## config.mk

```make
export PLATFORM = sky130hd
export DESIGN_NAME = reg_rename_file
export DESIGN_NICKNAME = d
export VERILOG_FILES = /design/src/rtl/reg_rename_file_pkg.sv /design/src/rtl/reg_rename_file_entry.sv /design/src/rtl/reg_rename_file.sv
export SDC_FILE = /design/constraint.sdc
export NUM_CORES = 2
export LEC_CHECK = 0
export BUFFER_PORTS_ARGS = -buffer_cell sky130_fd_sc_hd__buf_2
export CAP_MARGIN = 20
export CORE_UTILIZATION = 41
export CTS_BUF_LIST = sky130_fd_sc_hd__clkbuf_4 sky130_fd_sc_hd__clkbuf_8
export CTS_CLUSTER_SIZE = 30
export DETAILED_ROUTE_END_ITERATION = 12
export MAX_ROUTING_LAYER = met4
export PLACE_DENSITY = 0.55
export SYNTH_ARGS = -nofsm -noshare
export SYNTH_HDL_FRONTEND = slang
export SYNTH_SLANG_ARGS = --single-unit
```

## constraint.sdc

```tcl
create_clock -name clk -period 15 [get_ports clk]
set_clock_uncertainty 0.1 [all_clocks]
set_input_delay 1.5 -clock clk [delete_from_list [all_inputs] [get_ports clk]]
set_output_delay 1.5 -clock clk [all_outputs]
set_load 0.05 [all_outputs]
```

## src/rtl/reg_rename_file_pkg.sv

```systemverilog
// Shared widths, the "no producer" label value, and bus structs for the rename file.
package reg_rename_file_pkg;

  localparam int LABEL_W  = 4;
  localparam int NUM_REGS = 32;
  localparam int DATA_W   = 32;
  localparam int ADDR_W   = 5;
  localparam int CNT_W    = 6;

  localparam logic [LABEL_W-1:0] LABEL_NONE = '0;

  // Common data bus broadcast
  typedef struct packed {
    logic               valid;
    logic [LABEL_W-1:0] label;
    logic [DATA_W-1:0]  data;
  } cdb_t;

  // Rename request from issue
  typedef struct packed {
    logic               en;
    logic [ADDR_W-1:0]  addr;
    logic [LABEL_W-1:0] label;
  } issue_req_t;

  // Number of set bits, used for the pending-register count
  function automatic logic [CNT_W-1:0] popcount(input logic [NUM_REGS-1:0] v);
    logic [CNT_W-1:0] cnt;
    cnt = '0;
    for (int i = 0; i < NUM_REGS; i++) cnt = cnt + CNT_W'(v[i]);
    return cnt;
  endfunction

endpackage

```

## src/rtl/reg_rename_file_entry.sv

```systemverilog
// One architectural register: data, producer label, CDB capture and rename set.
import reg_rename_file_pkg::*;

module reg_status_entry (
  input  logic               clk,
  input  logic               rst,
  input  logic               flush,
  input  logic               issue_hit,
  input  logic [LABEL_W-1:0] issue_label,
  input  cdb_t               cdb,
  output logic [DATA_W-1:0]  data,
  output logic [LABEL_W-1:0] label,
  output logic [LABEL_W-1:0] label_nxt
);

  logic              cdb_hit;
  logic [DATA_W-1:0] data_nxt;

  // Broadcast match and next-state: a new rename beats the clearing broadcast,
  // flush beats the rename, but the broadcast data is always captured.
  always_comb begin
    cdb_hit   = cdb.valid && (cdb.label != LABEL_NONE) && (label == cdb.label);
    data_nxt  = cdb_hit ? cdb.data : data;
    label_nxt = label;
    if (flush)          label_nxt = LABEL_NONE;
    else if (issue_hit) label_nxt = issue_label;
    else if (cdb_hit)   label_nxt = LABEL_NONE;
  end

  // State register with synchronous reset
  always_ff @(posedge clk) begin
    if (rst) begin
      data  <= '0;
      label <= LABEL_NONE;
    end else begin
      data  <= data_nxt;
      label <= label_nxt;
    end
  end

endmodule

```

## src/rtl/reg_rename_file.sv

```systemverilog
// Register rename/status file: 32 x (data, producer label), two combinational
// read ports, rename on issue, capture on CDB broadcast, flush of pending renames.
// Optional macro REGFILE_CDB_BYPASS_EN forwards a matching broadcast to the read
// ports in the same cycle.
import reg_rename_file_pkg::*;

module reg_rename_file (
  input  logic               clk,
  input  logic               rst,
  input  logic [ADDR_W-1:0]  readAddr1,
  input  logic [ADDR_W-1:0]  readAddr2,
  output logic [LABEL_W-1:0] labelOut1,
  output logic [LABEL_W-1:0] labelOut2,
  output logic [DATA_W-1:0]  dataOut1,
  output logic [DATA_W-1:0]  dataOut2,
  input  logic               issueEn,
  input  logic [ADDR_W-1:0]  issueAddr,
  input  logic [LABEL_W-1:0] issueLabel,
  input  logic               cdbValid,
  input  logic [LABEL_W-1:0] cdbLabel,
  input  logic [DATA_W-1:0]  cdbData,
  input  logic               flush,
  output logic [CNT_W-1:0]   pendingCount
);

  cdb_t       cdb;
  issue_req_t iss;

  logic [NUM_REGS-1:0][DATA_W-1:0]  ent_data;
  logic [NUM_REGS-1:0][LABEL_W-1:0] ent_label;
  logic [NUM_REGS-1:0][LABEL_W-1:0] ent_label_nxt;
  logic [NUM_REGS-1:0]              busy_nxt;

  assign cdb = '{valid: cdbValid, label: cdbLabel, data: cdbData};
  assign iss = '{en: issueEn, addr: issueAddr, label: issueLabel};

  // r0 is hardwired: always ready, always zero
  assign ent_data[0]      = '0;
  assign ent_label[0]     = LABEL_NONE;
  assign ent_label_nxt[0] = LABEL_NONE;

  genvar g;
  generate
    for (g = 1; g < NUM_REGS; g++) begin : g_ent
      reg_status_entry u_ent (
        .clk         (clk),
        .rst         (rst),
        .flush       (flush),
        .issue_hit   (iss.en && (iss.addr == ADDR_W'(g)) && (iss.label != LABEL_NONE)),
        .issue_label (iss.label),
        .cdb         (cdb),
        .data        (ent_data[g]),
        .label       (ent_label[g]),
        .label_nxt   (ent_label_nxt[g])
      );
    end
  endgenerate

  // Busy mask of the state the next edge will load
  always_comb begin
    busy_nxt = '0;
    for (int i = 0; i < NUM_REGS; i++) busy_nxt[i] = (ent_label_nxt[i] != LABEL_NONE);
  end

  // Registered pending count, tracking the entries' next state
  always_ff @(posedge clk) begin
    if (rst) pendingCount <= '0;
    else     pendingCount <= popcount(busy_nxt);
  end

  // Combinational read ports, optionally forwarding a matching broadcast
  always_comb begin
    labelOut1 = ent_label[readAddr1];
    dataOut1  = ent_data[readAddr1];
    labelOut2 = ent_label[readAddr2];
    dataOut2  = ent_data[readAddr2];
`ifdef REGFILE_CDB_BYPASS_EN
    if (cdb.valid && (cdb.label != LABEL_NONE) && (labelOut1 == cdb.label)) begin
      labelOut1 = LABEL_NONE;
      dataOut1  = cdb.data;
    end
    if (cdb.valid && (cdb.label != LABEL_NONE) && (labelOut2 == cdb.label)) begin
      labelOut2 = LABEL_NONE;
      dataOut2  = cdb.data;
    end
`endif
  end

endmodule

```

==> results.json <==
{
  "nets": 6791,
  "p_per_area_nw_per_um2": 100.1,
  "grt_start_max_net_pins": 196,
  "dpl.hpwl_um": 163500,
  "clock_latency_ns": 0.94,
  "period_minus_slack_ns": 8.933,
  "htreeDepth": 4,
  "path_cells": "buf_2 -> buf_4 -> o41a_2 -> buf_4 -> buf_4 -> and3_2 -> a21oi_1 -> a221o_1 -> fa_1 -> fa_1 -> fa_1 -> fa_1 -> fa_1 -> fa_1 -> inv_1 -> fa_1 -> nor2b_1 -> o21ai_0 -> a21boi_0 -> nor3_1",
  "post_cts_buffers": 0,
  "synth.avg_cell_area_sq_um": 9.238,
  "max-vdd-ir-drop_mv": 0.07760,
  "drive_gt1_share_pct": 19.78,
  "cts-root-buf": "clkbuf_8",
  "ys_ff_latch": 1122,
  "vias": 62653,
  "ctsHoldBuffers": 0,
  "p_leak_nw": 23.57,
  "place_congestion": 0.9735,
  "dieArea_sq_um": 162100,
  "async_reset_ff_share_pct": 0,
  "path_max_fanout": 71,
  "cp_slowest_cell": "and3_2",
  "antenna_found_initial": 14,
  "max_freq_ghz": 0.1119,
  "holdWs_ns": 0.3825,
  "yosys_warnings": 0,
  "cts_max_path_buffers": 3,
  "critPathLaunchType": "primary input",
  "synthFlopType": "dfxtp_1",
  "grt_pass1_vias": 60070,
  "cp_slowest_stage_delay_ns": 0.94,
  "max_cap_viol_count": 0,
  "dieHeight_um": 402.6,
  "fin_ws_ns": 6.067,
  "syn_to_final_growth_pct": 8.440,
  "slew_headroom_pct": 19.83,
  "synthCells": 7122,
  "seq_area_frac_synth_pct": 34.14,
  "finalSetupTns_ns": 0,
  "worstPathRequired_ns": 15.68,
  "grt_setup_unrepaired": "no",
  "core_area_sq_um": 158900,
  "grt_first_pass_wirelength_um": 422000,
  "crit_path_end_kind": "register",
  "ys_types": 76,
  "vias_per_cell": 7.004,
  "dr.pass1.iters": 6,
  "grt_usage_pct": 36.10,
  "cts_tree": "done",
  "final_cell_mix": "1122 x dfxtp_1, 1093 x a21oi_1, 1035 x nand3_1",
  "design_area_sq_um": 71340,
  "die_w_um": 402.6,
  "routed_wl_um": 291900,
  "wl_per_cell_um": 32.63,
  "ios": 138,
  "synth_edf_count": 0,
  "crit_type": "primary input to register",
  "outcome": "complete, no violations",
  "worst_ep_arrival_time_ns": 9.61,
  "row_count": 146,
  "clkTransAtPathRegs_ns": 0.06,
  "syn_nets": 7212,
  "worstMarginPinSlew_ns": 1.202,
  "hold_violations": 0,
  "first_iter_violations": 8837,
  "drc": 0,
  "grt-ovfl-total": 0,
  "placement.io_buffers": 137,
  "slew_viol_final": 0,
  "cts_resized": 0,
  "fin_crit_sh_pct": 59.56,
  "post_dp_cell_area_sq_um": 66920,
  "mappedNetlistArea_sq_um": 65790,
  "numCtsBuffers": 201,
  "setup_viol": 0,
  "preCtsSetupSlack_ns": 5.183,
  "min_path_type": "register to register",
  "cts.sinks": 1122,
  "drtAntennaViolNets": 0,
  "crit_path_frequent_cell": "fa_1",
  "start_util_pct": 41.40,
  "final_common_cell": "dfxtp_1"
}
## through the flow
| stage | total power, mW | util [%] | std cells |
|---|---|---|---|
| 6_report | 7.139 | 44.89 | 8945 |
| 5_1_grt | 7.314 | 44.89 | 8943 |
| 4_1_cts | 7.127 | 44.86 | 8932 |
| 3_5_place_dp | 3.991 | 42.11 | 8569 |
| 3_3_place_gp | 3.984 | 42.11 | 8569 |
| 2_1_floorplan | 3.663 | - | 7122 |
## layer usage
metal | GRT usage, % | up-vias | wire (um)
met4 | 18.24 | 0 | 15770
met1 | 46.47 | 31213 | 113700
li1 | - | 26284 | -
met3 | 8.898 | 891 | 34200
met2 | 52.56 | 4265 | 128200
met5 | - | - | 0
## worst paths after layout
kind,cells after the start,end,from,slack [ns]
max,20,pendingCount[4]$_SDFF_PP0_,cdbLabel[1],6.07
min,2,g_ent[19].u_ent.data[17]$_SDFFE_PP0P_,g_ent[19].u_ent.data[17]$_SDFFE_PP0P_,0.38
max reg2reg,18,pendingCount[4]$_SDFF_PP0_,g_ent[28].u_ent.label[3]$_SDFF_PP0_,8.44
min reg2reg,2,g_ent[19].u_ent.data[17]$_SDFFE_PP0P_,g_ent[19].u_ent.data[17]$_SDFFE_PP0P_,0.38
## worst max-delay path: cells and delay by family
| family | cells | cell delay, ns |
|---|---|---|
| fa+ha+maj | 7 | 3.09 |
| simple gates | 3 | 1.16 |
| compound gates | 5 | 1.24 |
| buf+inv | 5 | 2.48 |
## state kept, by name, summed over array words and instances (netlist names)
signal             cells
g_ent.u_ent.label    124
pendingCount           6
g_ent.u_ent.data     992
## kinds of logic after synthesis
kind of cell             synth area share, %
AND/OR/NAND/NOR                        11.62
buffers and inverters                  6.515
flip-flops                             34.14
XOR/XNOR                               1.890
multiplexers                           23.26
AO/OA/AOI/OAI                          21.74
adder cells (fa/ha/maj)               0.8330
## final cells by class
| class | count | area, sq um |
|---|---|---|
| Fill cell | 15310 | 87580 |
| Multi-Input combinational cell | 5031 | 39610 |
| Sequential cell | 1122 | 22460 |
| Clock buffer | 330 | 4066 |
| Tap cell | 2072 | 2592 |
| Timing Repair Buffer | 314 | 2160 |
| Clock inverter | 33 | 304.0 |
| Inverter | 31 | 116.4 |
| Antenna cell | 12 | 30.03 |
## report_power, final
group / total [mW] / internal [mW] / switching [mW]
sequential: 3.04 / 3.02 / 0.0242
clock: 3.18 / 1.76 / 1.42
combinational: 0.918 / 0.219 / 0.699
## synth_stat cells, types with 14 or more instances
library cell / number / area share [%]
xnor2_1: 67 / 0.89
buf_6: 20 / 0.34
a21oi_1: 1093 / 8.3
clkbuf_2: 25 / 0.19
a221oi_1: 79 / 1.1
mux4_2: 504 / 17
nor2b_1: 79 / 0.75
o211ai_1: 85 / 0.97
buf_1: 75 / 0.43
mux2i_1: 314 / 4.8
o21ai_1: 291 / 2.2
fa_1: 23 / 0.70
or4_1: 23 / 0.26
o41ai_1: 62 / 0.83
nor4_4: 14 / 0.45
dfxtp_1: 1122 / 34
a21o_1: 74 / 0.84
o32ai_1: 72 / 0.96
nand3_1: 1035 / 7.9
mux2_2: 72 / 1.2
buf_2: 267 / 2.0
clkbuf_1: 528 / 3.0
inv_1: 31 / 0.18
nor2_1: 31 / 0.18
nor3_1: 32 / 0.24
and2_1: 28 / 0.27
a31oi_1: 16 / 0.15
xor2_1: 75 / 1.0
buf_4: 18 / 0.21
o21ai_0: 718 / 5.5
nand2_1: 91 / 0.52
Note: power is estimated with default switching activity, not from simulation.
